<file path="src/rtl/mc_ctrl.sv">
// mc_ctrl -- multicycle control unit for the SCPU datapath.
//
// Sequences each MIPS instruction over 3..5 cycles (more with memory wait
// states) and drives the datapath mux selects and write enables so a single
// ALU and a single memory port can be shared across instruction phases.
//
// Ports:
//   clk, rst         rising-edge clock; synchronous active-high reset
//   Op, Funct        IR[31:26] / IR[5:0]; Op valid from S_ID onward
//   Zero             ALU zero flag, used combinationally in S_BR
//   mem_ready        memory done; only used when MC_MEMWAIT_EN is defined
//   PCWrite, NPCOp   PC load enable and next-PC select
//   IRWrite          IR load enable
//   MemRead/MemWrite data-memory strobes
//   RegWrite         register-file write enable
//   RegDst, ALUSrc, ToReg, ALUOp   datapath selects
//   state            current state code (debug / checker hook)
//   illegal          one-cycle pulse in S_ID for an undecoded opcode
//
// Optional feature macro: MC_MEMWAIT_EN. When defined, S_IF, S_MR and S_MW
// stall while mem_ready=0. When undefined, mem_ready is ignored.
//
// Select encodings normally come from ctrl_encode_def.v; the fallback values
// below are only used when that header has not defined them already.

`ifndef RD_RT
`define RD_RT       2'b00
`endif
`ifndef RD_RD
`define RD_RD       2'b01
`endif
`ifndef RD_RA
`define RD_RA       2'b10
`endif
`ifndef ALUSRC_REG
`define ALUSRC_REG  2'b00
`endif
`ifndef ALUSRC_IMM
`define ALUSRC_IMM  2'b01
`endif
`ifndef ALUSRC_SHA
`define ALUSRC_SHA  2'b10
`endif
`ifndef ALUSRC_ZERO
`define ALUSRC_ZERO 2'b11
`endif
`ifndef ALU2REG
`define ALU2REG     2'b00
`endif
`ifndef DM2REG
`define DM2REG      2'b01
`endif
`ifndef NPC2REG
`define NPC2REG     2'b10
`endif
`ifndef NPC_PLUS4
`define NPC_PLUS4   2'b00
`endif
`ifndef NPC_BRANCH
`define NPC_BRANCH  2'b01
`endif
`ifndef NPC_JUMP
`define NPC_JUMP    2'b10
`endif
`ifndef NPC_JR
`define NPC_JR      2'b11
`endif
`ifndef ALU_NOP
`define ALU_NOP     4'd0
`endif
`ifndef ALU_ADD
`define ALU_ADD     4'd1
`endif
`ifndef ALU_SUB
`define ALU_SUB     4'd2
`endif
`ifndef ALU_AND
`define ALU_AND     4'd3
`endif
`ifndef ALU_OR
`define ALU_OR      4'd4
`endif
`ifndef ALU_SLT
`define ALU_SLT     4'd5
`endif
`ifndef ALU_SLL
`define ALU_SLL     4'd6
`endif
`ifndef ALU_SRL
`define ALU_SRL     4'd7
`endif
`ifndef ALU_LUI
`define ALU_LUI     4'd8
`endif

module mc_ctrl (
    input  logic       clk,
    input  logic       rst,
    input  logic [5:0] Op,
    input  logic [5:0] Funct,
    input  logic       Zero,
    input  logic       mem_ready,
    output logic       PCWrite,
    output logic [1:0] NPCOp,
    output logic       IRWrite,
    output logic       MemRead,
    output logic       MemWrite,
    output logic       RegWrite,
    output logic [1:0] RegDst,
    output logic [1:0] ALUSrc,
    output logic [1:0] ToReg,
    output logic [3:0] ALUOp,
    output logic [3:0] state,
    output logic       illegal
);

    typedef enum logic [3:0] {
        S_IF  = 4'd0, S_ID = 4'd1, S_EXR = 4'd2, S_EXI = 4'd3, S_MA = 4'd4,
        S_MR  = 4'd5, S_MW = 4'd6, S_WB  = 4'd7, S_BR  = 4'd8, S_J  = 4'd9
    } state_t;

    state_t state_q, state_d;

    // Instruction class decode from the IR fields.
    logic is_r, is_jr, is_shift, is_lw, is_sw, is_itype, is_beq, is_bne, is_j, is_jal;
    assign is_r     = (Op == 6'b000000);
    assign is_jr    = is_r && (Funct == 6'b001000);
    assign is_shift = is_r && ((Funct == 6'b000000) || (Funct == 6'b000010));
    assign is_lw    = (Op == 6'b100011);
    assign is_sw    = (Op == 6'b101011);
    assign is_itype = (Op == 6'b001000) || (Op == 6'b001101) || (Op == 6'b001111);
    assign is_beq   = (Op == 6'b000100);
    assign is_bne   = (Op == 6'b000101);
    assign is_j     = (Op == 6'b000010);
    assign is_jal   = (Op == 6'b000011);

    logic mem_go;
`ifdef MC_MEMWAIT_EN
    assign mem_go = mem_ready;
`else
    assign mem_go = 1'b1;
    logic unused_mem_ready;
    assign unused_mem_ready = mem_ready;
`endif

    // Raw strobes before reset gating.
    logic pc_wr, ir_wr, mem_rd, mem_wr, reg_wr, ill;

    always_ff @(posedge clk) begin
        if (rst) state_q <= S_IF;
        else     state_q <= state_d;
    end

    always_comb begin
        state_d = S_IF;
        pc_wr   = 1'b0;
        ir_wr   = 1'b0;
        mem_rd  = 1'b0;
        mem_wr  = 1'b0;
        reg_wr  = 1'b0;
        ill     = 1'b0;
        NPCOp   = `NPC_PLUS4;
        RegDst  = `RD_RT;
        ALUSrc  = `ALUSRC_REG;
        ToReg   = `ALU2REG;
        ALUOp   = `ALU_NOP;
        case (state_q)
            S_IF: begin
                // PC and IR load together so Op is valid in S_ID.
                ir_wr   = mem_go;
                pc_wr   = mem_go;
                state_d = mem_go ? S_ID : S_IF;
            end
            S_ID: begin
                if (is_jr)                 state_d = S_J;
                else if (is_r)             state_d = S_EXR;
                else if (is_itype)         state_d = S_EXI;
                else if (is_lw || is_sw)   state_d = S_MA;
                else if (is_beq || is_bne) state_d = S_BR;
                else if (is_j || is_jal)   state_d = S_J;
                else begin
                    ill     = 1'b1;
                    state_d = S_IF;
                end
            end
            S_EXR: begin
                ALUSrc = is_shift ? `ALUSRC_SHA : `ALUSRC_REG;
                case (Funct)
                    6'b100000: ALUOp = `ALU_ADD;
                    6'b100010: ALUOp = `ALU_SUB;
                    6'b100100: ALUOp = `ALU_AND;
                    6'b100101: ALUOp = `ALU_OR;
                    6'b101010: ALUOp = `ALU_SLT;
                    6'b000000: ALUOp = `ALU_SLL;
                    6'b000010: ALUOp = `ALU_SRL;
                    default:   ALUOp = `ALU_NOP;
                endcase
                state_d = S_WB;
            end
            S_EXI: begin
                ALUSrc = `ALUSRC_IMM;
                case (Op)
                    6'b001000: ALUOp = `ALU_ADD;
                    6'b001101: ALUOp = `ALU_OR;
                    6'b001111: ALUOp = `ALU_LUI;
                    default:   ALUOp = `ALU_NOP;
                endcase
                state_d = S_WB;
            end
            S_MA: begin
                ALUSrc  = `ALUSRC_IMM;
                ALUOp   = `ALU_ADD;
                state_d = is_lw ? S_MR : S_MW;
            end
            S_MR: begin
                mem_rd  = 1'b1;
                state_d = mem_go ? S_WB : S_MR;
            end
            S_MW: begin
                mem_wr  = 1'b1;
                state_d = mem_go ? S_IF : S_MW;
            end
            S_WB: begin
                reg_wr = 1'b1;
                if (is_lw) begin
                    RegDst = `RD_RT;
                    ToReg  = `DM2REG;
                end else if (is_r) begin
                    RegDst = `RD_RD;
                    ToReg  = `ALU2REG;
                end else begin
                    RegDst = `RD_RT;
                    ToReg  = `ALU2REG;
                end
                state_d = S_IF;
            end
            S_BR: begin
                ALUSrc  = `ALUSRC_REG;
                ALUOp   = `ALU_SUB;
                NPCOp   = `NPC_BRANCH;
                pc_wr   = (is_beq && Zero) || (is_bne && !Zero);
                state_d = S_IF;
            end
            S_J: begin
                pc_wr = 1'b1;
                NPCOp = is_jr ? `NPC_JR : `NPC_JUMP;
                if (is_jal) begin
                    reg_wr = 1'b1;
                    RegDst = `RD_RA;
                    ToReg  = `NPC2REG;
                end
                state_d = S_IF;
            end
            default: state_d = S_IF;
        endcase
    end

    // Reset suppresses every strobe in the same cycle, so an aborted
    // instruction never issues a partial write.
    assign PCWrite  = pc_wr  & ~rst;
    assign IRWrite  = ir_wr  & ~rst;
    assign MemRead  = mem_rd & ~rst;
    assign MemWrite = mem_wr & ~rst;
    assign RegWrite = reg_wr & ~rst;
    assign illegal  = ill    & ~rst;
    assign state    = state_q;

endmodule

</file>
<file path="config.mk">
export PLATFORM = sky130hd
export DESIGN_NAME = mc_ctrl
export DESIGN_NICKNAME = d
export VERILOG_FILES = /design/src/rtl/mc_ctrl.sv
export SDC_FILE = /design/constraint.sdc
export NUM_CORES = 1
export LEC_CHECK = 0
export BUFFER_PORTS_ARGS = -buffer_cell sky130_fd_sc_hd__buf_4
export CORE_MARGIN = 4
export CORE_UTILIZATION = 29
export DETAILED_ROUTE_END_ITERATION = 8
export HOLD_SLACK_MARGIN = 0.15
export PLACE_DENSITY = 0.61
export SYNTH_ARGS = -nofsm -noshare
export SYNTH_HDL_FRONTEND = slang
export SYNTH_SLANG_ARGS = --single-unit
</file>
<file path="constraint.sdc">
create_clock -name clk -period 2.3 [get_ports clk]
set_input_delay 0.115 -clock clk [delete_from_list [all_inputs] [get_ports clk]]
set_output_delay 0.115 -clock clk [all_outputs]
set_load 0.01 [all_outputs]
</file>
==> key figures, run 1 <==
Status
  – Status: complete, no violations

Timing
  – RSZ-0062 raised after global routing: false
  – Clk_skew: 2.857 ps
  – Worst-Margin Slew: 506.8 ps
  – Final Hold Vio Count: 0
  – Post-layout minimum cycle time: 1859 ps
  – Setup TNS: 0 ps
  – Tcrit/Tclk final: 80.83%
  – Relative slew slack: 66.17%
  – Final Setup Violations: 0
  – Max Fclk: 0.5379 GHz
  – Pins Over Slew Limit: 0

Clocking
  – CTS H-tree depth: 1
  – TritonCTS clock tree: done
  – Clock Latency Late Sink: 240 ps
  – CTS Buffer Depth: 2
  – Post-CTS Setup Inserts: 0
  – Clk slew on worst S/H paths: 40 ps
  – CTS buffer count: 3
  – TritonCTS Sinks: 4
  – Post-CTS Resized: 0
  – CTS Root Cell: clkbuf_4
  – Post-CTS Hold Buffers: 0

Final layout
  – Final non-filler cell total: 165
  – Commonest non-fill, non-tap cell in the layout: buf_4
  – # fillers: 257
  – Area Overhead vs Synth: 42.27%
  – Most frequent cells in the layout: 38 x buf_4, 13 x nor2_1, 10 x nand2_1
  – Nets: 155
  – Share of cells above drive strength 1: 34.31%
  – Ant. Diodes: 0
  – Max reg flops: 4

Drt
  – Vias per cell: 5.279
  – Via count: 871
  – Final ANT Viol Nets: 0
  – DR WL/cell: 12.47 um
  – Post-Route WL: 2057 um
  – Iteration-0 DRC Markers: 33
  – Drt first pass iters: 4
  – DRC: 0

Worst setup path
  – Cell chain of the critical path: nand2b_1 > nor3_1 > nand2b_1 > a211oi_1 > buf_4
  – Worst path slowest cell: dfxtp_1
  – Reg2Reg Depth: 4
  – Critical Path RT: 2180 ps
  – WP data arrival: 1740 ps
  – Stages on worst setup path: 5
  – Setup crit end kind: output pin
  – CP dominant cell by count: nand2b_1
  – Worst path max stage delay: 520 ps
  – CP Max Fanout: 11
  – Startpoint Class: flop
  – Top cell family by delay on the critical path: simple AND/OR/NAND/NOR gates
  – Worst Setup Path Type: flop to output pin
  – Flop-to-flop setup slack: 890 ps
  – Worst Path Buf+Inv: 1

Power and ir drop
  – Psw: 163.3 uW
  – Sw Share: 40.15%
  – Max IR drop VDD: 0.0002600 V
  – Power per cell area: 411.0 nW/um^2
  – Leak: 0.4374 nW
  – Register share of total power: 28.1%
  – Power Internal: 243.4 uW
  – Gate power share: 50.1%
  – Clock power frac: 21.8%

Yosys
  – Post-synth EDFFs: 0
  – Post-synth top flop: dfxtp_1
  – Synthesized netlist cell count: 104
  – Library cells used by synthesis: 38
  – Post-synth ARST share: 0%
  – Sequential fraction of the synthesis area: 11.51%
  – Yosys reg bits: 4
  – Mapped Area: 695.7 sq um
  – Syn. warnings: 0
  – Post-synthesis net count: 120
  – Post-Syn Area per Cell: 6.689 sq um

Job
  – Max-cap violations: 0

GRT
  – All-Layer GR Usage: 13.44%
  – Number of global-route vias before repair: 860
  – First-pass GRT wire length: 3636 um
  – Largest net degree at the start of global routing: 18
  – Antenna violations before repair: 0
  – GRT Residual Overflow: 0

Floorplanning
  – I/O Pins: 38
  – Die Ht: 56.98 um
  – FP Rows: 17
  – Core box area: 2255 sq um
  – Die area: 3247 sq um
  – Die Width: 56.98 um
  – Initial Util: 30.85%

Worst hold path
  – Hold/Removal Path Class: input port to flop
  – Hold Path Cell Cnt: 3

Placement
  – HPWL after DPL: 1673 um
  – Final GP Congestion: 0.8055
  – Dpl cells: 162
  – Port bufs: 36
## tightest hold or removal path: cells and delay by family
| family | cells | cell delay (ps) |
|---|---|---|
| and+or+nand+nor | 1 | 130 |
| buffers and inverters | 1 | 110 |
| AOI/OAI and AO/OA | 1 | 50 |
## metrics by stage
stage	power, mW	hold slack [ps]	util [%]	cell area [sq um]	setup slack (ps)
after floorplan	0.2315	274.1	-	695.7	730.7
after global placement	0.3178	476.3	42.90	967.2	704.7
after detailed placement	0.3187	475.3	42.90	967.2	723.6
after CTS	0.4101	225.3	43.90	989.7	449.6
after global routing	0.4434	243.5	43.90	989.7	266.6
final	0.4067	226.4	43.90	989.7	440.9
## power groups by stage
stage	sequential, mW	clock [mW]	combinational [mW]
after CTS	0.114	0.0915	0.205
after global placement	0.115	0	0.203
final	0.114	0.0887	0.204
after detailed placement	0.115	0	0.203
after floorplan	0.0946	0	0.137
after global routing	0.119	0.0987	0.226
## path summary, 6_finish.rpt
path / startpoint / end
min: rst / state[3]$_SDFF_PP0_
min reg2reg: state[1]$_SDFF_PP0_ / state[2]$_SDFF_PP0_
max reg2reg: state[0]$_SDFF_PP0_ / state[1]$_SDFF_PP0_
max: state[0]$_SDFF_PP0_ / illegal
## cell usage after synthesis (3+ instances only)
cell	count	area [sq um]
a21oi_1	7	35.03
nand2_1	10	37.54
nand3_1	5	25.02
nand2b_1	8	50.05
nor4_1	3	18.77
o21ai_0	4	20.02
nor2_1	13	48.80
nor2b_1	3	18.77
buf_2	3	15.01
nor3_1	5	25.02
dfxtp_1	4	80.08
## final cells by class
cell class                      instances  area, sq um  share of cell area (%)
Clock buffer                            3        22.52                   2.276
Inverter                                2        7.507                  0.7585
Multi-Input combinational cell         90        559.3                   56.51
Sequential cell                         4        80.08                   8.091
Tap cell                               28        35.03                   3.540
Timing Repair Buffer                   38        285.3                   28.82
## routing by layer
layer	track usage [%]	up-vias	share of wire, %
met5	0	-	0
met4	3.311	0	0
met3	2.715	0	7.1
met2	22.84	31	50
met1	17.34	392	43
li1	-	448	-
## logic make-up after synthesis
| family | synth area share (%) |
|---|---|
| AND/OR/NAND/NOR | 52.70 |
| AO/OA/AOI/OAI | 20.86 |
| buffers and inverters | 8.093 |
| multiplexers | 3.057 |
| flip-flops | 11.51 |
| XOR/XNOR | 3.778 |
Power figures use the tool's default switching activity.
==> run 2: changes to the inputs <==
--- a/config.mk
+++ b/config.mk
@@ -10,7 +10,7 @@
 export CORE_UTILIZATION = 29
 export DETAILED_ROUTE_END_ITERATION = 8
 export HOLD_SLACK_MARGIN = 0.15
-export PLACE_DENSITY = 0.61
+export PLACE_DENSITY = 0.63
 export SYNTH_ARGS = -nofsm -noshare
 export SYNTH_HDL_FRONTEND = slang
 export SYNTH_SLANG_ARGS = --single-unit
==> constraint.sdc (replaced) <==
create_clock -name clk -period 1.65 [get_ports clk]
set_input_delay 0.0825 -clock clk [delete_from_list [all_inputs] [get_ports clk]]
set_output_delay 0.0825 -clock clk [all_outputs]
set_load 0.01 [all_outputs]
==> run 2 against run 1 <==
  * First-iteration DRC count shrank 36%
  * Routed wire length up 11%
  * Register-to-register slack got worse by 420 ps
  * Critical endpoint unchanged
  * Global-route usage rose by 0.053 points
  * Critical path type unchanged
  * Clock skew increased by 2.8 ps
  * Setup slack got worse by 400 ps
==> key figures, run 2 (synthesis gave the netlist of run 1 again) <==
Worst hold path
  – Hold/Removal Path Class: input port to flop

Drt
  – DR WL/cell: 13.40 um
  – Iteration-0 DRC Markers: 21
  – Via count: 921
  – Final ANT Viol Nets: 0
  – Post-Route M1 WL: 971 um
  – Top layer used by detailed routing: met4
  – Drt first pass iters: 4
  – DRC: 0
  – Post-Route WL: 2292 um
  – Metal3 WL: 177 um
  – Vias per cell: 5.386
  – WL met2: 1128 um

Final layout
  – Max reg flops: 4
  – Final core occ: 48.00%
  – Nets: 161
  – # fillers: 249
  – Area Overhead vs Synth: 55.58%
  – Most frequent cells in the layout: 44 x buf_4, 13 x nor2_1, 10 x nand2_1
  – Share of cells above drive strength 1: 44.76%
  – Commonest non-fill, non-tap cell in the layout: buf_4
  – Ant. Diodes: 0

Floorplanning
  – I/O Pins: 38
  – Die area: 3247 sq um
  – Initial Util: 30.85%
  – FP Rows: 17
  – Die Ht: 56.98 um
  – Die Width: 56.98 um
  – Core box area: 2255 sq um

Placement
  – Placement-stage worst setup slack: 176.8 ps
  – Final GP Congestion: 0.7692
  – HPWL after DPL: 1813 um
  – Port bufs: 36

Clocking
  – CTS H-tree depth: 1
  – Post-CTS Hold Buffers: 0
  – TritonCTS clock tree: done
  – Clk slew on worst S/H paths: 30 ps
  – CTS Root Cell: clkbuf_4
  – CTS Buffer Depth: 2
  – TritonCTS Sinks: 4
  – CTS buffer count: 3
  – Clock Latency Late Sink: 240 ps

Timing
  – Final Setup Violations: 0
  – Tcrit/Tclk final: 97.34%
  – Relative slew slack: 76.20%
  – RSZ-0062 raised after global routing: true
  – Max Fclk: 0.6226 GHz
  – Clk_skew: 5.697 ps
  – Hold slack: 175.8 ps
  – Pins Over Slew Limit: 0
  – Worst-Margin Slew: 352.1 ps
  – Setup TNS: 0 ps
  – Final Hold Vio Count: 0
  – Post-layout minimum cycle time: 1606 ps
  – Setup ws final: 43.94 ps

Worst setup path
  – Setup crit end kind: output pin
  – Worst path slowest cell: dfxtp_2
  – Critical Path RT: 1570 ps
  – Startpoint Class: flop
  – WP data arrival: 1520 ps
  – CP Max Fanout: 10
  – Worst Setup Path Type: flop to output pin
  – Cell chain of the critical path: nand2b_2 > nor3_2 > nand2b_1 > a211oi_1 > buf_4
  – Worst path max stage delay: 360 ps

GRT
  – All-Layer GR Usage: 13.49%
  – Number of global-route vias before repair: 840
  – First-pass GRT wire length: 3663 um
  – Largest net degree at the start of global routing: 15
  – GRT Residual Overflow: 0
  – Antenna violations before repair: 0

Job
  – Max-cap violations: 0

Power and ir drop
  – Max IR drop VDD: 0.0003468 V
  – Power Total: 619.2 uW
  – Leak: 0.4938 nW
  – Power per cell area: 572.1 nW/um^2

Status
  – Status: complete, no violations
-- run 2: what timing repair did --
item / in CTS / in global routing
resized for setup: 5 / 8
setup buffers: 0 / 2
setup endpoints to repair: 7 / 7
pin swaps: 0 / 3
cloned: 0 / 0
-- run 2: metrics by stage --
step                cells  area (sq um)
floorplan             104         695.7
global placement      166         997.2
detailed placement    166         997.2
CTS                   169          1033
global route          171          1082
finish                171          1082
-- run 2: cell type report --
type	count	area, sq um	share of cell area, %
Clock buffer	3	22.52	2.081
Tap cell	28	35.03	3.237
Timing Repair Buffer	44	330.3	30.52
Sequential cell	4	87.58	8.092
Multi-Input combinational cell	90	599.3	55.38
Inverter	2	7.507	0.6936
-- run 2: final timing paths --
kind	start	endpoint	slack, ps	cells after the start
worst min register to register	state[1]$_SDFF_PP0_	state[2]$_SDFF_PP0_	610	2
worst max register to register	state[1]$_SDFF_PP0_	state[1]$_SDFF_PP0_	470	4
worst max-delay path	state[1]$_SDFF_PP0_	illegal	40	5
worst min-delay path	rst	state[3]$_SDFF_PP0_	180	3
-- run 2: power by group --
group	internal (mW)	switching (mW)	total [mW]
clock network	0.0815	0.0417	0.123
logic	0.177	0.163	0.341
registers	0.117	0.0387	0.155
-- run 2: worst max-delay path, delay by kind of cell, from the launching register on --
family	cells	cell delay, ps
and+or+nand+nor	3	510
DFF	1	360
AOI/OAI and AO/OA	1	260
buffers and inverters	1	170
-- run 2: metal layers --
metal / GRT usage, % / vias to the layer above
met1: 17.23 / 418
met3: 1.584 / 2
met5: 0 / -
met4: 2.980 / 0
li1: - / 464
met2: 24.14 / 37
==> run 3: changes to the inputs <==
--- a/config.mk
+++ b/config.mk
@@ -6,11 +6,13 @@
 export NUM_CORES = 1
 export LEC_CHECK = 0
 export BUFFER_PORTS_ARGS = -buffer_cell sky130_fd_sc_hd__buf_4
+export CELL_PAD_IN_SITES_DETAIL_PLACEMENT = 2
+export CELL_PAD_IN_SITES_GLOBAL_PLACEMENT = 2
 export CORE_MARGIN = 4
-export CORE_UTILIZATION = 29
+export CORE_UTILIZATION = 19
 export DETAILED_ROUTE_END_ITERATION = 8
 export HOLD_SLACK_MARGIN = 0.15
-export PLACE_DENSITY = 0.63
+export PLACE_DENSITY = 0.78
 export SYNTH_ARGS = -nofsm -noshare
 export SYNTH_HDL_FRONTEND = slang
 export SYNTH_SLANG_ARGS = --single-unit
==> run 3 against run 2 <==
  * Clock power is 67% higher
  * Final area grew 6.4%
  * First-iteration DRC count decreased by 48%
  * Largest cell class unchanged
  * Largest power group unchanged
==> key figures, run 3 (synthesis gave the netlist of run 1 again) <==
Power and ir drop
  – Leak: 0.5117 nW
  – Power per cell area: 634.9 nW/um^2
  – Max IR drop VDD: 0.0001862 V

Placement
  – Placement-stage worst setup slack: 203.1 ps
  – Dpl cell area: 1035 sq um
  – Final GP Congestion: 0.8459
  – Port bufs: 36
  – HPWL after DPL: 2347 um

GRT
  – GR Util met2: 23.36%
  – All-Layer GR Usage: 12.44%
  – Largest net degree at the start of global routing: 11
  – GR Util met3: 0.9724%
  – M1 GR Usage: 15.38%
  – Antenna violations before repair: 0
  – Most Used Layer, Global Route: met2
  – GRT Residual Overflow: 0
  – First-pass GRT wire length: 4616 um
  – Number of global-route vias before repair: 997

Worst setup path
  – Startpoint Class: flop
  – Setup crit end kind: output pin
  – Worst Setup Path Type: flop to output pin
  – Flop-to-flop setup slack: 350 ps
  – Worst path slowest cell: dfxtp_4
  – Cell chain of the critical path: and2b_1 > nand4_1 > nand2b_4 > a31oi_2 > buf_4
  – Critical Path RT: 1570 ps
  – Worst Path Buf+Inv: 1
  – Top cell family by delay on the critical path: simple AND/OR/NAND/NOR gates
  – CP Max Fanout: 8
  – WP data arrival: 1520 ps
  – Worst path max stage delay: 360 ps

Floorplanning
  – FP Rows: 21
  – I/O Pins: 38
  – Initial Util: 20.21%
  – Die Ht: 68.51 um
  – Die Width: 68.51 um
  – Die area: 4694 sq um
  – Core box area: 3442 sq um

Timing
  – Relative slew slack: 75.36%
  – Setup ws final: 44.25 ps
  – Clk_skew: 5.420 ps
  – Max Fclk: 0.6228 GHz
  – Final Setup Violations: 0
  – Worst-Margin Slew: 364.5 ps
  – Tcrit/Tclk final: 97.32%
  – RSZ-0062 raised after global routing: true
  – Pins Over Slew Limit: 0
  – Setup TNS: 0 ps
  – Final Hold Vio Count: 0
  – Post-layout minimum cycle time: 1606 ps

Job
  – Max-cap violations: 0

Clocking
  – TritonCTS Sinks: 4
  – Clock Latency Late Sink: 220 ps
  – CTS Root Cell: clkbuf_8
  – CTS H-tree depth: 1
  – TritonCTS clock tree: done
  – Clk slew on worst S/H paths: 40 ps
  – CTS Buffer Depth: 2
  – CTS buffer count: 3

Drt
  – Final ANT Viol Nets: 0
  – Vias per cell: 4.901
  – Via count: 936
  – Iteration-0 DRC Markers: 11
  – DRC: 0
  – DR WL/cell: 15.42 um
  – Post-Route WL: 2946 um
  – Drt first pass iters: 2

Worst hold path
  – Hold/Removal Path Class: input port to flop

Final layout
  – Design Area, Final: 1151 sq um
  – Area Overhead vs Synth: 65.47%
  – Nets: 163
  – Max reg flops: 4
  – Ant. Diodes: 0
  – Final core occ: 33.44%
  – Commonest non-fill, non-tap cell in the layout: buf_4
  – Share of cells above drive strength 1: 47.59%
  – Most frequent cells in the layout: 46 x buf_4, 13 x nor2_1, 10 x nand2_1

Status
  – Status: complete, no violations
==> run 3: cell count changes in the layout (fill, tap and decap cells not counted), sizes merged <==
cell / previous run / this run
buf: 44 / 46
==> run 3: worst min-delay path, cell delays in order <==
cell,delay (ps)
buf_4,120
nand2b_1,140
a21oi_1,50
==> run 3: final timing paths <==
kind | from | endpoint | depth (start not counted)
hold / removal | rst | state[3]$_SDFF_PP0_ | 3
setup reg to reg | state[3]$_SDFF_PP0_ | state[1]$_SDFF_PP0_ | 5
setup / recovery | state[2]$_SDFF_PP0_ | ALUOp[0] | 5
hold reg to reg | state[1]$_SDFF_PP0_ | state[2]$_SDFF_PP0_ | 2
==> run 3: cell type report <==
| cell class | count | area (sq um) |
|---|---|---|
| Clock buffer | 3 | 41.29 |
| Tap cell | 46 | 57.56 |
| Multi-Input combinational cell | 90 | 611.8 |
| Sequential cell | 4 | 87.58 |
| Fill cell | 405 | 2291 |
| Timing Repair Buffer | 46 | 345.3 |
| Inverter | 2 | 7.507 |
==> run 3: metrics by stage <==
stage                     power [mW]  instances  hold slack [ps]
after floorplan               0.3227        104            209.1
after global placement        0.4799        186            453.7
after detailed placement      0.4932        186            456.4
after CTS                     0.7101        189            244.8
after global routing          0.7891        191            252.9
final                         0.7309        191            232.8
==> run 3: where the power goes <==
part / internal [mW] / total [mW] / switching [mW]
Sequential: 0.117 / 0.152 / 0.0357
Clock: 0.156 / 0.206 / 0.0502
Combinational: 0.188 / 0.373 / 0.185
==> run 3: layer usage <==
layer,vias to the layer above,share of wire [%]
met5,-,0
met4,0,0.41
met3,2,3.2
met2,21,52
met1,450,45
li1,463,-
==> run 3: timing repair <==
| item | in CTS | in global routing |
|---|---|---|
| hold buffers | 0 | 0 |
| setup endpoints to repair | 5 | 9 |
| buffers inserted | 0 | 2 |
| resized for setup | 6 | 10 |
| pin swaps | 0 | 2 |
